<file path="config.mk">
export PLATFORM = sky130hd
export DESIGN_NAME = hazard_scheduler_flat
export DESIGN_NICKNAME = d
export VERILOG_FILES = /design/src/rtl/hazard_scheduler_if.sv /design/src/rtl/hazard_scheduler.sv /design/src/flat_wrapper.sv
export SDC_FILE = /design/constraint.sdc
export NUM_CORES = 1
export LEC_CHECK = 0
export CAP_MARGIN = 25
export CORE_ASPECT_RATIO = 1.25
export CORE_UTILIZATION = 50
export CTS_BUF_LIST = sky130_fd_sc_hd__clkbuf_4
export DETAILED_ROUTE_END_ITERATION = 10
export GPL_TIMING_DRIVEN = 0
export PLACE_DENSITY = 0.85
export SLEW_MARGIN = 0
export SYNTH_ARGS = -nofsm -noshare
export SYNTH_HDL_FRONTEND = slang
export SYNTH_SLANG_ARGS = --single-unit
</file>
<file path="constraint.sdc">
create_clock -name clk -period 2.7 [get_ports clk]
set_input_delay 0.27 -clock clk [delete_from_list [all_inputs] [get_ports clk]]
set_output_delay 0.27 -clock clk [all_outputs]
set_load 0.05 [all_outputs]
</file>
<file path="src/rtl/hazard_scheduler_if.sv">
// D-stage operand/destination descriptors in, stall/bubble and MDU status out.
// The decoder side holds the master modport; the scheduler holds the slave.
interface hazard_scheduler_if;
    logic [4:0] d_rs;
    logic [4:0] d_rt;
    logic [1:0] d_tuse_rs;
    logic [1:0] d_tuse_rt;
    logic [4:0] d_wa;
    logic [1:0] d_tnew;
    logic       d_md_use;
    logic       d_md_start;
    logic       d_md_div;
    logic       stall;
    logic       flush_e;
    logic       mdu_busy;
    logic [3:0] mdu_cnt;

    modport master (
        output d_rs, d_rt, d_tuse_rs, d_tuse_rt, d_wa, d_tnew,
        output d_md_use, d_md_start, d_md_div,
        input  stall, flush_e, mdu_busy, mdu_cnt
    );

    modport slave (
        input  d_rs, d_rt, d_tuse_rs, d_tuse_rt, d_wa, d_tnew,
        input  d_md_use, d_md_start, d_md_div,
        output stall, flush_e, mdu_busy, mdu_cnt
    );
endinterface

</file>
<file path="src/rtl/hazard_scheduler.sv">
// Tnew/Tuse hazard detector with an E/M shadow scoreboard and a multi-cycle MDU
// busy counter; drives the PC/F-D freeze and the D/E bubble.
module hazard_scheduler #(
    parameter int unsigned MULT_CYCLES = 5,
    parameter int unsigned DIV_CYCLES  = 10
) (
    input logic               clk,
    input logic               rst_n,
    hazard_scheduler_if.slave hz
);
    localparam logic [3:0] MultLoad = 4'(MULT_CYCLES);
    localparam logic [3:0] DivLoad  = 4'(DIV_CYCLES);

    logic [4:0] e_wa_q;
    logic [1:0] e_tnew_q;
    logic       e_md_start_q;
    logic       e_md_div_q;
    logic [4:0] m_wa_q;
    logic [1:0] m_tnew_q;
    logic [3:0] cnt_q;

    logic rs_haz;
    logic rt_haz;
    logic md_haz;
    logic busy;
    logic stall_int;

    always_comb begin
        rs_haz = 1'b0;
        rt_haz = 1'b0;
        // Register 0 and unread operands (tuse 3) never hazard.
        if (hz.d_rs != 5'd0 && hz.d_tuse_rs != 2'd3) begin
            rs_haz = (e_wa_q == hz.d_rs && e_tnew_q > hz.d_tuse_rs) ||
                     (m_wa_q == hz.d_rs && m_tnew_q > hz.d_tuse_rs);
        end
        if (hz.d_rt != 5'd0 && hz.d_tuse_rt != 2'd3) begin
            rt_haz = (e_wa_q == hz.d_rt && e_tnew_q > hz.d_tuse_rt) ||
                     (m_wa_q == hz.d_rt && m_tnew_q > hz.d_tuse_rt);
        end
        busy      = (cnt_q != 4'd0) || e_md_start_q;
        md_haz    = hz.d_md_use && busy;
        stall_int = rs_haz || rt_haz || md_haz;
    end

    assign hz.stall    = stall_int;
    assign hz.flush_e  = stall_int;
    assign hz.mdu_busy = busy;
    assign hz.mdu_cnt  = cnt_q;

    always_ff @(posedge clk or negedge rst_n) begin
        if (!rst_n) begin
            e_wa_q       <= 5'd0;
            e_tnew_q     <= 2'd0;
            e_md_start_q <= 1'b0;
            e_md_div_q   <= 1'b0;
            m_wa_q       <= 5'd0;
            m_tnew_q     <= 2'd0;
            cnt_q        <= 4'd0;
        end else begin
            if (stall_int) begin
                e_wa_q       <= 5'd0;
                e_tnew_q     <= 2'd0;
                e_md_start_q <= 1'b0;
                e_md_div_q   <= 1'b0;
            end else begin
                e_wa_q       <= hz.d_wa;
                e_tnew_q     <= hz.d_tnew;
                e_md_start_q <= hz.d_md_start;
                e_md_div_q   <= hz.d_md_div;
            end
            m_wa_q   <= e_wa_q;
            m_tnew_q <= (e_tnew_q == 2'd0) ? 2'd0 : e_tnew_q - 2'd1;
            if (e_md_start_q) begin
                cnt_q <= e_md_div_q ? DivLoad : MultLoad;
            end else if (cnt_q != 4'd0) begin
                cnt_q <= cnt_q - 4'd1;
            end
        end
    end
endmodule

</file>
<file path="src/flat_wrapper.sv">
// flat-port wrapper written by rule: the top's interface ports become plain ports
module hazard_scheduler_flat 
#(
    parameter int unsigned MULT_CYCLES = 5,
    parameter int unsigned DIV_CYCLES  = 10
)
  (clk, rst_n, hz_d_rs, hz_d_rt, hz_d_tuse_rs, hz_d_tuse_rt, hz_d_wa, hz_d_tnew, hz_d_md_use, hz_d_md_start, hz_d_md_div, hz_stall, hz_flush_e, hz_mdu_busy, hz_mdu_cnt);
  hazard_scheduler_if hz_i ();
  input logic clk;
  input logic rst_n;
  input wire logic [$bits(hz_i.d_rs)-1:0] hz_d_rs;
  input wire logic [$bits(hz_i.d_rt)-1:0] hz_d_rt;
  input wire logic [$bits(hz_i.d_tuse_rs)-1:0] hz_d_tuse_rs;
  input wire logic [$bits(hz_i.d_tuse_rt)-1:0] hz_d_tuse_rt;
  input wire logic [$bits(hz_i.d_wa)-1:0] hz_d_wa;
  input wire logic [$bits(hz_i.d_tnew)-1:0] hz_d_tnew;
  input wire logic [$bits(hz_i.d_md_use)-1:0] hz_d_md_use;
  input wire logic [$bits(hz_i.d_md_start)-1:0] hz_d_md_start;
  input wire logic [$bits(hz_i.d_md_div)-1:0] hz_d_md_div;
  output wire logic [$bits(hz_i.stall)-1:0] hz_stall;
  output wire logic [$bits(hz_i.flush_e)-1:0] hz_flush_e;
  output wire logic [$bits(hz_i.mdu_busy)-1:0] hz_mdu_busy;
  output wire logic [$bits(hz_i.mdu_cnt)-1:0] hz_mdu_cnt;
  assign hz_i.d_rs = hz_d_rs;
  assign hz_i.d_rt = hz_d_rt;
  assign hz_i.d_tuse_rs = hz_d_tuse_rs;
  assign hz_i.d_tuse_rt = hz_d_tuse_rt;
  assign hz_i.d_wa = hz_d_wa;
  assign hz_i.d_tnew = hz_d_tnew;
  assign hz_i.d_md_use = hz_d_md_use;
  assign hz_i.d_md_start = hz_d_md_start;
  assign hz_i.d_md_div = hz_d_md_div;
  assign hz_stall = hz_i.stall;
  assign hz_flush_e = hz_i.flush_e;
  assign hz_mdu_busy = hz_i.mdu_busy;
  assign hz_mdu_cnt = hz_i.mdu_cnt;
  hazard_scheduler #(.MULT_CYCLES(MULT_CYCLES), .DIV_CYCLES(DIV_CYCLES)) u_core (.clk(clk), .rst_n(rst_n), .hz(hz_i));
endmodule
</file>
# After elaboration in Yosys (flattened, before gate mapping)
# Cells that the tools add are included.
# totals
reg_bits	20
latchBits	0
mem_bits_rw	0
mem_bits_ro	0
in_bits	26
out_inout_bits	7
wordCells	46
memories	0
# op_classes
add_sub_neg	2
mul	0
div	0
n_lt_le_gt_ge	4
eq_ne	6
shifts	0
n_mux	10
bitwise_logic	0
reduce_logical	17
# op_table
cell	count
$eq A5 B5 Y1	4
$mux W4	3
$reduce_bool A5 Y1	2
$gt A2 B2 Y1	4
$logic_and A1 B1 Y1	7
$logic_or A1 B1 Y1	5
$mux W5	1
$mux W1	4
$mux W2	2
$ne A2 B2 Y1 const B	2
$reduce_bool A4 Y1	1
$sub A4 B1 Y4 const B	1
$logic_not A2 Y1	1
$reduce_bool A2 Y1	1
$sub A2 B1 Y2 const B	1

# Depth between registers and ports, before layout
# depth
ltp_word	7
mapped_depth	8
ltp_nobuf	7

# Worst setup path after synthesis
# OpenSTA, ideal clock, no wires.
# synth_timing
path_kind	flip-flop to output port
from	register u_core.cnt_q[0], in the netlist u_core.hz.mdu_cnt[0]
to	output hz_stall
t_arrival_ns	2.872
t_required_ns	2.430
path_slack_ns	-0.442
stages_incl_launch_ff	8
path_buffers	2
path_cell_list	dfrtp_1 inv_1 ha_1 or4b_1 clkbuf_1 nand2_1 or3b_1 buf_4
# synth_between
elab_chain_len	4
# synth_rtl
item	line	text
from (decl)	hazard_scheduler.sv:20	logic [3:0] cnt_q;
from (signal assigned)	hazard_scheduler.sv:74	cnt_q <= e_md_div_q ? DivLoad : MultLoad;
from (signal assigned)	hazard_scheduler.sv:76	cnt_q <= cnt_q - 4'd1;
$reduce_bool A4 Y1	hazard_scheduler.sv:40	busy = (cnt_q != 4'd0) || e_md_start_q;
$logic_or A1 B1 Y1	hazard_scheduler.sv:40	
named net hz_mdu_busy	flat_wrapper.sv:22	output wire logic [$bits(hz_i.mdu_busy)-1:0] hz_mdu_busy;
$logic_and A1 B1 Y1	hazard_scheduler.sv:41	md_haz = hz.d_md_use && busy;
$logic_or A1 B1 Y1	hazard_scheduler.sv:42	stall_int = rs_haz || rt_haz || md_haz;
to (decl)	flat_wrapper.sv:20	output wire logic [$bits(hz_i.stall)-1:0] hz_stall;
# The timed path passes the listed nets, and every way through them passes these cells.

# Final worst setup path
# layout_timing
from	register u_core.m_tnew_q[1]
to	output hz_flush_e
# layout_between
elab_chain_len	6
elab_cells_between_ends	10
cone_classes	order compare: 2; mux: 2; reduce/logical: 6
# layout_rtl
item	line	text
from (decl)	hazard_scheduler.sv:19	logic [1:0] m_tnew_q;
from (signal assigned)	hazard_scheduler.sv:72	m_tnew_q <= (e_tnew_q == 2'd0) ? 2'd0 : e_tnew_q - 2'd1;
$gt A2 B2 Y1, on equally long branches	hazard_scheduler.sv:34, hazard_scheduler.sv:38	
$logic_and A1 B1 Y1, on equally long branches	hazard_scheduler.sv:34, hazard_scheduler.sv:38	
$logic_or A1 B1 Y1, on equally long branches	hazard_scheduler.sv:33, hazard_scheduler.sv:37	
$mux W1, on equally long branches	hazard_scheduler.sv:32, hazard_scheduler.sv:36	
$logic_or A1 B1 Y1 (*) (2 in series)	hazard_scheduler.sv:42	
to (decl)	flat_wrapper.sv:21	output wire logic [$bits(hz_i.flush_e)-1:0] hz_flush_e;
# Mark *: on every way between the ends. The rest lies on a longest branch, timed or not.

==> flow_summary_export.csv <==
group,metric,value,unit
worst_setup_path,crit_required,2430,ps
pwr,peakVddDrop,0.8925,mV
floorplan,die_area,2666,sq um
final_layout,area_delta_synth_final,36.99,%
final_layout,num_antenna_cells,0,
final_layout,nNetsFinal,197,
floorplan,die_x,46.39,microns
sta,maxSlewHeadroom,45.29,%
yosys,netlist_area,1231,sq um
sta,finalHoldViolCount,0,
worst_setup_path,worstSetupStartpointType,"flip-flop",
sta,period_minus_slack,2623,ps
final_layout,fin_area,1687,sq um
place,place_congestion,0.8711,
floorplan,initial_core_util,54.52,%
worst_hold_path,hp-class,"primary input to async pin",
sta,worst_pin_slew,818.2,ps
worst_setup_path,slowest_stage,"or4_4",
yosys,syn-instance-count,121,
drt,drc,0,
yosys,synth_cell_type_count,24,
worst_setup_path,critical_path_class,"flip-flop to output pin",
drt,drtIter0Drc,12,
yosys,ys_warn_count,0,
clocking,cts_root_buf,"clkbuf_4",
drt,firstDrtPassIters,4,
clocking,cts_buffer_depth,2,
floorplan,die_y,57.48,microns
place,port_buffers,32,
worst_setup_path,crit_chain,"ha_1, nand2_1, nand4_1, or4_4, a221oi_4, or3b_4, buf_8",
worst_setup_path,critPathCaptureType,"output pin",
clocking,ctsHoldBuffers,0,
sta,skew,3.520,ps
place,placed_area,1599,sq um
run_status,status,"finished, final reports clean",
final_layout,drive_gt1_share,16.88,%
sta,whs,448.6,ps
final_layout,num-fill-cells,160,
drt,wirelength,2587,microns
sta,max_freq,381.2,MHz
clocking,htree_levels,1,
global_routing,grt_overflow,0,
sta,setup_viol,0,
global_routing,antenna_found_initial,0,
yosys,avgSynthCellArea,10.18,sq um
sta,timing.final.crit_share,97.16,%
drt,vias_per_cell,5.147,
final_layout,stdcell_count,191,
pwr,finalPower,0.001091,W
worst_setup_path,path_buf_inv,1,
clocking,cts_sinks,20,
job,max-cap-violations,0,
worst_setup_path,path_max_fanout,2,
global_routing,grt_pass1_vias,1039,
worst_setup_path,cp_slowest_stage_delay,500,ps
clocking,clk_pin_slew,100,ps
floorplan,rows,19,
worst_setup_path,cp_top_family,"simple AND/OR/NAND/NOR gates",
final_layout,multi_input_area,716.9,sq um
sta,report.final.slew_viol_count,0,
final_layout,layout_common_cells,"clkdlybuf4s50_1 (26), dfrtp_1 (17), nand2_1 (13), xnor2_1 (12), nor3_1 (10)",
clocking,clock_latency,280,ps
worst_setup_path,arrival,2350,ps
place,dp.cells,184,
yosys,syn_nets,157,
drt,ant_nets,0,
drt,num_vias,983,
yosys,ys_seq_area_share,40.65,%
pwr,p_per_area,647.0,nW/um^2
final_layout,register_area,504.2,sq um
clocking,tritoncts,"done",
global_routing,grt_use_total,21.63,%
global_routing,grt_start_max_net_pins,21,
yosys,ys_ff_latch,20,
pwr,p_leak,0.7702,nW
final_layout,final_common_cell,"clkdlybuf4s50_1",
global_routing,grt_pass1_wl,4174,microns
sta,fin_tns_setup,0,ps
drt,wl_per_cell,13.54,microns
clocking,cts_buffers,3,
floorplan,io-pin-count,33,
place,place_hpwl,2098,microns
floorplan,core,2258,sq um
## worst register-to-register path, cell delays in order, from the launching register on
cell	delay [ps]
dfrtp_1	430
ha_1	320
nand2_1	70
nand4_1	90
or4_4	500
a221oi_4	290
buf_4	160
buf_4	140
nor3_1	70
## synthesized netlist by cell type
master,number,area (sq um)
a21o_1,1,7.510
a21oi_1,8,40.04
a221oi_4,2,52.55
and2_1,1,6.260
buf_4,1,7.510
clkbuf_1,1,3.750
dfrtp_1,20,500.5
ha_1,10,125.1
inv_1,10,37.54
mux2_2,2,22.52
nand2_1,14,52.55
nand4_1,4,25.02
nor2_1,5,18.77
nor2b_1,1,6.260
nor3_1,10,50.05
o21ai_0,1,5.000
or3_1,1,6.260
or3b_1,1,8.760
or4_1,1,7.510
or4_2,1,8.760
or4_4,4,45.04
or4b_1,1,10.01
xnor2_1,12,105.1
xor2_1,9,78.83
## state kept, by name, summed over array words and instances, names as in the netlist
register	cells
u_core.e_wa_q	5
u_core.m_wa_q	5
u_core.hz.mdu_cnt	4
u_core.e_tnew_q	2
u_core.m_tnew_q	2
u_core.e_md_div_q	1
u_core.e_md_start_q	1
## area by class of cell
| cell class | count | share of cell area (%) |
|---|---|---|
| timing repair buffer | 36 | 21.07 |
| tap | 31 | 2.300 |
| clock buffer | 3 | 1.335 |
| multi-input combinational | 89 | 42.51 |
| inverter | 10 | 2.226 |
| sequential | 20 | 29.90 |
| buffer | 1 | 0.4451 |
| clock inverter | 1 | 0.2226 |
## repair_timing
item                       4_1_cts  5_1_grt
gates resized for setup         23        3
pin swaps                        9        6
setup endpoints to repair        2        2
buffers inserted                 2        2
## cells by family (layout without fill, tap and decap cells)
| kind of cell | count (synthesis) | after routing | synth area share (%) |
|---|---|---|---|
| AOI/OAI and AO/OA | 12 | 12 | 8.537 |
| buffers and inverters | 12 | 51 | 3.964 |
| muxes | 2 | 2 | 1.829 |
| adders and majority gates | 10 | 10 | 10.16 |
| and+or+nand+nor | 44 | 44 | 19.92 |
| xor gates and xnor gates | 21 | 21 | 14.94 |
| DFF | 20 | 20 | 40.65 |
## where the power goes
part / internal (W) / total [W] / switching (W)
logic: 0.000233 / 0.000532 / 0.000300
registers: 0.000362 / 0.000426 / 0.0000638
clock network: 0.0000536 / 0.000133 / 0.0000796
## final timing paths
check / startpoint / end / depth (start not counted) / slack [ps]
setup / recovery: u_core.m_tnew_q[1] / hz_flush_e / 7 / 80
hold / removal: rst_n / u_core.e_wa_q[2] / 1 / 450
setup reg to reg: u_core.m_tnew_q[1] / u_core.e_wa_q[1] / 8 / 520
hold reg to reg: u_core.e_wa_q[2] / u_core.m_wa_q[2] / 0 / 460
max in group asynchronous: rst_n / u_core.hz.mdu_cnt[1] / 1 / 1700
min in group clk: u_core.e_wa_q[2] / u_core.m_wa_q[2] / 0 / 460
## stage by stage
stage | utilization [%] | setup slack (ps)
floorplan | - | 15.33
global placement | 70.80 | -1031
detailed placement | 70.80 | -1078
CTS | 73.63 | 18.08
global route | 74.68 | -15.99
finish | 74.68 | 76.65
## layer usage
| metal | wire (microns) | part of all wire [%] | GRT usage, % |
|---|---|---|---|
| met1 | 1009 | 39 | 24.06 |
| met2 | 1449 | 56 | 40.08 |
| met3 | 77 | 3.0 | 1.266 |
| met4 | 51 | 2.0 | 8.824 |
| met5 | 0 | 0 | 0 |
No activity file was read; power rests on OpenSTA's default activity.
